File: src/rtl/fifo_wr_arb_pkg.sv
// Shared types and helpers for the FIFO write-port arbiter.
// Holds the FSM state encoding, the statistics counter width and the
// round-robin pick function used by the priority picker.
package fifo_wr_arb_pkg;

    typedef enum logic {
        ST_IDLE  = 1'b0,
        ST_GRANT = 1'b1
    } state_e;

    localparam int STAT_WIDTH = 16;
    localparam int MAX_REQ    = 16;

    typedef struct packed {
        logic        found;
        logic [31:0] idx;
    } pick_t;

    // Rotate the request vector so 'start' lands at bit 0, take the lowest
    // set bit, then map that position back to the original requester index.
    function automatic pick_t rr_pick(input logic [MAX_REQ-1:0] valid,
                                      input int                 start,
                                      input int                 numReq);
        logic [MAX_REQ-1:0] rotated;
        logic [3:0]         pos;
        pick_t              result;
        rotated = '0;
        result  = '0;
        pos     = '0;
        for (int i = 0; i < MAX_REQ; i++) begin
            if (i < numReq) begin
                pos        = 4'((start + i) % numReq);
                rotated[i] = valid[pos];
            end
        end
        for (int i = MAX_REQ - 1; i >= 0; i--) begin
            if (rotated[i]) begin
                result.found = 1'b1;
                result.idx   = 32'((start + i) % numReq);
            end
        end
        return result;
    endfunction

endpackage

File: src/rtl/fifo_wr_arbiter_picker.sv
// Combinational round-robin priority picker: returns the first set request
// at or above start_i, wrapping around, together with a found flag.
module rr_priority_picker
    import fifo_wr_arb_pkg::*;
#(
    parameter int NUM_REQ  = 4,
    parameter int ID_WIDTH = 2
) (
    input  logic [NUM_REQ-1:0]  valid_i,
    input  logic [ID_WIDTH-1:0] start_i,
    output logic                found_o,
    output logic [ID_WIDTH-1:0] idx_o
);

    pick_t pick;

    // Rotate, priority-encode and un-rotate in one combinational step.
    always_comb begin
        pick    = rr_pick(MAX_REQ'(valid_i), int'(start_i), NUM_REQ);
        found_o = pick.found;
        idx_o   = ID_WIDTH'(pick.idx);
    end

endmodule

File: src/rtl/fifo_wr_arbiter.sv
// Round-robin arbiter sharing one FIFO write port among NUM_REQ producers.
// A grantee keeps the port for up to BURST_LEN beats or until it goes idle;
// the next grantee is chosen in the same cycle so bursts chain without a
// bubble. New grants are withheld while the FIFO is almost full.
// Optional per-requester transfer statistics: define FIFO_WR_ARB_STATS_EN.
module fifo_wr_arbiter
    import fifo_wr_arb_pkg::*;
#(
    parameter int NUM_REQ    = 4,
    parameter int DATA_WIDTH = 8,
    parameter int BURST_LEN  = 4,
    parameter int ID_WIDTH   = $clog2(NUM_REQ),
    parameter int CNT_WIDTH  = $clog2(BURST_LEN + 1)
) (
    input  logic                          i_clk,
    input  logic                          i_rst_n,
    input  logic [NUM_REQ-1:0]            i_valid_req,
    input  logic [NUM_REQ*DATA_WIDTH-1:0] i_data_req,
    output logic [NUM_REQ-1:0]            o_ready_req,
    input  logic                          i_fifo_ready,
    input  logic                          i_fifo_almostfull,
    output logic                          o_fifo_valid,
    output logic [DATA_WIDTH-1:0]         o_fifo_data,
    output logic [ID_WIDTH-1:0]           o_grant_id,
`ifdef FIFO_WR_ARB_STATS_EN
    input  logic [ID_WIDTH-1:0]           i_stat_sel,
    input  logic                          i_stat_clr,
    output logic [STAT_WIDTH-1:0]         o_stat_cnt,
`endif
    output logic                          o_busy
);

    state_e                state_q, state_d;
    logic [ID_WIDTH-1:0]   grantId_q, grantId_d;
    logic [ID_WIDTH-1:0]   ptr_q, ptr_d;
    logic [CNT_WIDTH-1:0]  beatCnt_q, beatCnt_d;

    logic                  pickFound;
    logic [ID_WIDTH-1:0]   pickIdx;
    logic [ID_WIDTH-1:0]   pickNext;
    logic                  granted;
    logic                  grantValid;
    logic [DATA_WIDTH-1:0] grantData;
    logic                  xfer;
    logic                  lastBeat;
    logic                  releaseGrant;

    // The pointer is kept at grantee+1 while granted, so the single picker
    // serves both the IDLE search and the release-cycle search, and the
    // current grantee naturally comes last in the rotation.
    rr_priority_picker #(
        .NUM_REQ  (NUM_REQ),
        .ID_WIDTH (ID_WIDTH)
    ) u_picker (
        .valid_i (i_valid_req),
        .start_i (ptr_q),
        .found_o (pickFound),
        .idx_o   (pickIdx)
    );

    assign pickNext     = (pickIdx == ID_WIDTH'(NUM_REQ - 1)) ? '0 : pickIdx + 1'b1;
    assign granted      = (state_q == ST_GRANT);
    assign grantValid   = i_valid_req[grantId_q];
    assign grantData    = i_data_req[grantId_q*DATA_WIDTH +: DATA_WIDTH];
    assign xfer         = granted & grantValid & i_fifo_ready;
    assign lastBeat     = xfer & (beatCnt_q == CNT_WIDTH'(BURST_LEN - 1));
    assign releaseGrant = granted & (~grantValid | lastBeat);

    // Next-state logic: grant from IDLE, count beats, and on release hand
    // the port straight to the next requester when allowed.
    always_comb begin
        state_d   = state_q;
        grantId_d = grantId_q;
        ptr_d     = ptr_q;
        beatCnt_d = beatCnt_q;
        case (state_q)
            ST_IDLE: begin
                if (pickFound && !i_fifo_almostfull) begin
                    state_d   = ST_GRANT;
                    grantId_d = pickIdx;
                    ptr_d     = pickNext;
                    beatCnt_d = '0;
                end
            end
            ST_GRANT: begin
                if (xfer) begin
                    beatCnt_d = beatCnt_q + 1'b1;
                end
                if (releaseGrant) begin
                    beatCnt_d = '0;
                    if (pickFound && !i_fifo_almostfull) begin
                        grantId_d = pickIdx;
                        ptr_d     = pickNext;
                    end else begin
                        state_d = ST_IDLE;
                    end
                end
            end
            default: state_d = ST_IDLE;
        endcase
    end

    // State, grant index, rotation pointer and beat counter registers.
    always_ff @(posedge i_clk or negedge i_rst_n) begin
        if (!i_rst_n) begin
            state_q   <= ST_IDLE;
            grantId_q <= '0;
            ptr_q     <= '0;
            beatCnt_q <= '0;
        end else begin
            state_q   <= state_d;
            grantId_q <= grantId_d;
            ptr_q     <= ptr_d;
            beatCnt_q <= beatCnt_d;
        end
    end

    // Forward the grantee's handshake and data to the FIFO; all quiet in IDLE.
    always_comb begin
        o_fifo_valid = 1'b0;
        o_fifo_data  = '0;
        o_ready_req  = '0;
        if (granted) begin
            o_fifo_valid           = grantValid;
            o_fifo_data            = grantData;
            o_ready_req[grantId_q] = i_fifo_ready;
        end
    end

    assign o_grant_id = grantId_q;
    assign o_busy     = granted;

`ifdef FIFO_WR_ARB_STATS_EN
    logic [STAT_WIDTH-1:0] statCnt_q [NUM_REQ];

    // Saturating per-requester beat counters; a clear beats an increment.
    always_ff @(posedge i_clk or negedge i_rst_n) begin
        if (!i_rst_n) begin
            for (int k = 0; k < NUM_REQ; k++) statCnt_q[k] <= '0;
        end else if (i_stat_clr) begin
            for (int k = 0; k < NUM_REQ; k++) statCnt_q[k] <= '0;
        end else if (xfer && (statCnt_q[grantId_q] != '1)) begin
            statCnt_q[grantId_q] <= statCnt_q[grantId_q] + 1'b1;
        end
    end

    assign o_stat_cnt = statCnt_q[i_stat_sel];
`endif

endmodule

File: config.mk
export PLATFORM = sky130hd
export DESIGN_NAME = fifo_wr_arbiter
export DESIGN_NICKNAME = d
export VERILOG_FILES = /design/src/rtl/fifo_wr_arb_pkg.sv /design/src/rtl/fifo_wr_arbiter_picker.sv /design/src/rtl/fifo_wr_arbiter.sv
export SDC_FILE = /design/constraint.sdc
export NUM_CORES = 1
export LEC_CHECK = 0
export CORE_ASPECT_RATIO = 1.2
export CORE_UTILIZATION = 37
export DETAILED_ROUTE_END_ITERATION = 16
export PLACE_DENSITY = 0.84
export SLEW_MARGIN = 25
export SYNTH_ARGS = -nofsm -noshare
export SYNTH_HDL_FRONTEND = slang
export SYNTH_SLANG_ARGS = --single-unit
File: constraint.sdc
create_clock -name i_clk -period 2.95 [get_ports i_clk]
set_input_delay 0.295 -clock i_clk [delete_from_list [all_inputs] [get_ports i_clk]]
set_output_delay 0.295 -clock i_clk [all_outputs]
set_load 0.03 [all_outputs]
==> flow_summary_export.csv <==
group,metric,value,unit
clock_network,cts_made_buffers,3,
timing,drv_slew,0,
floorplanning,die-height,52.8,um
logic_synthesis,async_flop_share,1.00,
clock_network,cts_tree,"done",
timing,finalSetupTns,0,ns
hold_path,min_path_type,"in -> async",
critical_path,crit_required,2.65,ns
logic_synthesis,syn_nets,116,
power_and_ir_drop,power_frac_clock,0.067,
placed_design,place_congestion,0.761,
layout,finalNetCount,174,
floorplanning,core_area,0.00205,mm2
logic_synthesis,synth_top_area_share,0.251,
timing,finalClockSkew,0.00483,ns
status,status,"complete, no violations",
grt,grt_overflow_total,0,
timing,hold_violations,0,
floorplanning,rows,18,
critical_path,crit_path_end_kind,"output port",
logic_synthesis,synth_seq_cells,8,
floorplanning,start_util,0.389,
clock_network,clock_latency,0.25,ns
layout,multi_input_area,553,um2
critical_path,worst-setup-path-type,"reg -> out",
logic_synthesis,synth_area_leaders,"dfrtp_1 25%, mux4_2 20%, mux2_4 9.4%",
timing,min_period,2.67,ns
grt,grt_pass1_wl,3200,um
clock_network,cts_setup_buffers,0,
critical_path,cp_slowest_cell,"dfrtp_1",
detailed_routing,drc,0,
logic_synthesis,synth_cell_type_count,27,
floorplanning,die_w,44.4,um
clock_network,cts_root_buf,"clkbuf_4",
floorplanning,die-area,0.00234,mm2
grt,antenna_found_initial,0,
placed_design,dp_hpwl,1780,um
detailed_routing,ant_nets,0,
timing,period_share,0.906,
logic_synthesis,synth_cells,73,
timing,setup-violations-final,0,
logic_synthesis,yosysWarnings,0,
detailed_routing,routed_wl,2130,um
power_and_ir_drop,switching_share,0.438,
layout,drive_gt1_frac,0.178,
power_and_ir_drop,ir_drop,0.000528,V
logic_synthesis,synth.cell_area,797,um2
layout,regArea,200,um2
layout,antennaDiodeCount,0,
logic_synthesis,ys_seq_area_frac,0.251,
power_and_ir_drop,seqPwrFrac,0.208,
power_and_ir_drop,p_leak,0.586,nW
timing,tightest_slew,0.648,ns
detailed_routing,dr.pass1.iters,4,
critical_path,cp_cell_sequence,"mux4_1 > and2_1 > clkdlybuf4s50_1",
clock_network,htree_num_levels,1,
timing,max_freq,0.374,GHz
layout,num-fill-cells,158,
detailed_routing,vias_per_cell,4.97,
grt,grt_max_degree,15,
layout,final_core_util,0.684,
flow_run,drv_cap,0,
detailed_routing,wl_per_cell,13.4,um
critical_path,slowest_delay,0.75,ns
grt,grt_pass1_vias,770,
logic_synthesis,synth_edf_count,0,
power_and_ir_drop,comb_power_share,0.725,
logic_synthesis,synthFlopType,"dfrtp_1",
critical_path,worstPathMaxFanout,14,
clock_network,clockBufferDepth,2,
floorplanning,io_pins,56,
logic_synthesis,synth_area_per_cell,10.9,um2
detailed_routing,drtIter0Drc,13,
power_and_ir_drop,switching_power,509,uW
power_and_ir_drop,power_density,829,mW/mm2
logic_synthesis,synth_commonest_cells,"8 x and2_1, 8 x dfrtp_1, 7 x inv_1, 7 x mux4_2",
detailed_routing,vias,791,
clock_network,clkTransAtPathRegs,0.05,ns
clock_network,ctsResizeCount,0,
grt,grt_usage,0.186,
clock_network,clock_sinks,8,
logic_synthesis,synth_top_area_cell,"dfrtp_1",
layout,syn2layout_area_growth,75.8,%
placed_design,port_buffers,55,
critical_path,cp.arrival,2.38,ns
critical_path,startpoint_type,"flip-flop",
timing,rsz0062_at_grt,"no",
timing,maxSlewHeadroom,0.568,
clock_network,hold_buffers,0,
power_and_ir_drop,p_int,653,uW
==> path summary, 6_finish.rpt <==
| kind | start | end | slack [ns] | cells past startpoint |
|---|---|---|---|---|
| setup / recovery | o_grant_id[0] | o_fifo_data[4] | 0.28 | 3 |
| hold / removal | i_rst_n | beatCnt_q[2] | 0.32 | 1 |
| setup reg to reg | o_grant_id[0] | beatCnt_q[1] | 0.96 | 4 |
| hold reg to reg | beatCnt_q[1] | beatCnt_q[1] | 0.51 | 1 |
| max in group asynchronous | i_rst_n | o_busy | 2.38 | 1 |
| min in group i_clk | beatCnt_q[1] | beatCnt_q[1] | 0.51 | 1 |
==> per-layer routing <==
| layer | vias to the layer above | global-route usage | routed length, um |
|---|---|---|---|
| li1 | 387 | - | - |
| met1 | 365 | 0.185 | 774 |
| met2 | 37 | 0.358 | 1150 |
| met3 | 2 | 0.0759 | 193 |
| met4 | 0 | 0.0303 | 10 |
| met5 | - | 0 | 0 |
==> per-stage QoR <==
stage	setup WS (ns)	power, mW	cell area (um2)	hold slack (ns)	cells
2_1_floorplan	1.01	0.791	797	-0.000591	73
3_3_place_gp	0.566	1.07	1380	0.494	156
3_5_place_dp	0.522	1.09	1380	0.506	156
4_1_cts	0.248	1.18	1400	0.334	159
5_1_grt	0.154	1.24	1400	0.347	159
6_report	0.278	1.16	1400	0.319	159
==> sequential cells by signal, summed over array words and instances (netlist names) <==
signal	count
beatCnt_q	3
ptr_q	2
o_grant_id	2
o_busy	1
==> critical path: cells and delay by family (launching register included) <==
kind                   cells  cell delay [ns]
muxes                      1             0.63
DFF                        1             0.75
buffers and inverters      1             0.58
and+or+nand+nor            1             0.17
==> power by group through the flow <==
stage	sequential, mW	clock (mW)	combinational (mW)
floorplan	0.236	0	0.555
global placement	0.240	0	0.828
detailed placement	0.247	0	0.847
CTS	0.246	0.0810	0.849
global route	0.255	0.0865	0.894
finish	0.242	0.0777	0.843
==> kinds of logic (layout without fill, tap and decap cells) <==
| family | after synthesis | count (layout) | synth area share |
|---|---|---|---|
| adder cells (fa/ha/maj) | 3 | 3 | 0.0471 |
| AND/OR/NAND/NOR | 24 | 24 | 0.166 |
| AO/OA/AOI/OAI | 12 | 12 | 0.108 |
| flip-flops | 8 | 8 | 0.251 |
| buffers and inverters | 11 | 67 | 0.0549 |
| multiplexers | 15 | 15 | 0.372 |
==> cells in the final DEF, fill, tap and decap left out, types with 2 or more instances in the layout <==
cell             netlist  final
clkdlybuf4s50_1        0     55
and2_1                 8      8
dfrtp_1                8      8
mux4_2                 7      7
inv_1                  7      7
nor2_1                 5      5
mux2_4                 5      5
a21oi_1                4      4
ha_1                   3      3
clkbuf_4               0      3
nand2b_1               2      2
nand2_1                2      2
nor3_1                 2      2
mux4_1                 2      2
nand2_2                2      2
a21o_1                 2      2
==> final cells by class <==
cell class / count / share of cell area
multi-input combinational: 54 / 0.395
sequential: 8 / 0.143
tap: 30 / 0.0268
inverter: 8 / 0.0214
timing repair buffer: 56 / 0.398
clock buffer: 3 / 0.0161
No activity file was read; power rests on OpenSTA's default activity.
==> patch, RTL diff (same flow settings) <==
The option `FIFO_WR_ARB_STATS_EN` is turned on by a define.
--- a/src/rtl/fifo_wr_arbiter.sv
+++ b/src/rtl/fifo_wr_arbiter.sv
@@ -3,6 +3,8 @@
 // the next grantee is chosen in the same cycle so bursts chain without a
 // bubble. New grants are withheld while the FIFO is almost full.
 // Optional per-requester transfer statistics: define FIFO_WR_ARB_STATS_EN.
+`define FIFO_WR_ARB_STATS_EN
+
 module fifo_wr_arbiter
     import fifo_wr_arb_pkg::*;
 #(
Ports: changed (added i_stat_clr, i_stat_sel and o_stat_cnt); port bits go from 56 to 75. No check against the original RTL was run, so the function may have changed too.
==> patch against the unedited design <==
Worst setup slack got worse by 0.17 ns; wire length increased to 5.3 times the old value; utilization fell by 20 points; synthesized cell count grew to 5.2 times the old value; clock skew up 0.0016 ns; global-route usage is 1.1 points higher; total power grew to 3.5 times the old value; sequential cell count rose by 64; non-clock buffer count is 36 higher; area after synthesis rose to 5.6 times the old value; final area grew to 4.0 times the old value; sequential power rose to 5.3 times the old value; fmax down 6.0%.
==> patch: results (changes against the unedited design) <==
{| class="wikitable"
! Metric !! Value
|-
| CP Data Arrival Time || 2.55 ns (was 2.38 ns)
|-
| Top post-synthesis cells by area || dfrtp_1 40%, mux4_2 19%, a211oi_1 7.4% (was dfrtp_1 25%, mux4_2 20%, mux2_4 9.4%)
|-
| Number of different library cells in the post-synthesis netlist || 37 (was 27)
|-
| RD Place Congestion || 0.803 (was 0.761)
|-
| Overall fraction of global-route tracks in use || 0.197 (was 0.186)
|-
| HPWL after detailed placement || 7.96 mm (was 1.78 mm)
|-
| Maximum vdd ir drop || 0.369 mV (was 0.528 mV)
|-
| Path type of the worst min-delay path || in -> reg (was in -> async)
|-
| Outcome || finished, final reports clean (unchanged)
|-
| Number of buffers inserted during clock tree synthesis || 9 (was 3)
|-
| Nets || 503 (was 174)
|-
| P_clk || 0.00105 W (was 0.0000777 W)
|-
| H-Tree Level Count || 3 (was 1)
|-
| Seq/Total Area, Yosys || 0.404 (was 0.251)
|-
| Leakage || 2.17 nW (was 0.586 nW)
|-
| Register-to-Register Setup Slack || 0.29 ns (was 0.96 ns)
|-
| Highest fanout seen on the critical path || 15 (was 14)
|-
| Cell class contributing the biggest share of worst-path delay || buffers and inverters (was flip-flops)
|-
| Worst slack at placement || 0.295 ns (was 0.522 ns)
|-
| Worst max-slew margin expressed relative to the limit || 0.583 (was 0.568)
|-
| Internal power consumption || 0.00257 W (was 0.000653 W)
|-
| Final hold slack || 0.372 ns (was 0.319 ns)
|-
| Syn_nets || 427 (was 116)
|-
| CTS Root Buffer Type || clkbuf_16 (was clkbuf_4)
|-
| First-pass GRT wire length || 18.8 mm (was 3.20 mm)
|-
| Largest clock skew in the final design || 0.00638 ns (was 0.00483 ns)
|}
## patch: cell count changes after synthesis, moves of 6 or more
cell / unedited run / this run
a211oi_1: 1 / 44
clkbuf_1: 1 / 11
dfrtp_1: 8 / 72
mux2i_1: 0 / 19
mux4_2: 7 / 38
nand2_1: 2 / 17
nand2b_1: 2 / 12
nor2_1: 5 / 64
o21ai_0: 0 / 6
xnor2_1: 0 / 9
## patch: area by class of cell
type                       count  area, µm²
tap                          157        196
clock buffer                  13        240
inverter                       8       30.0
clock inverter                 3       42.5
timing repair buffer          92        878
multi-input combinational    273       2440
sequential                    72       1800
fill                        1059       5990
## patch: what timing repair did
item	4_1_cts	5_1_grt
resized for setup	0	1
hold buffers	1	0
hold endpoints to repair	19	0
setup endpoints to repair	0	1
## patch: routing by layer
layer	vias to the layer above	part of all wire	track usage	wire length (µm)
met5	-	0	0	0
met4	0	0.019	0.0616	211
met3	18	0.062	0.0505	692
met1	1789	0.39	0.240	4390
met2	131	0.53	0.341	5900
li1	1572	-	-	-
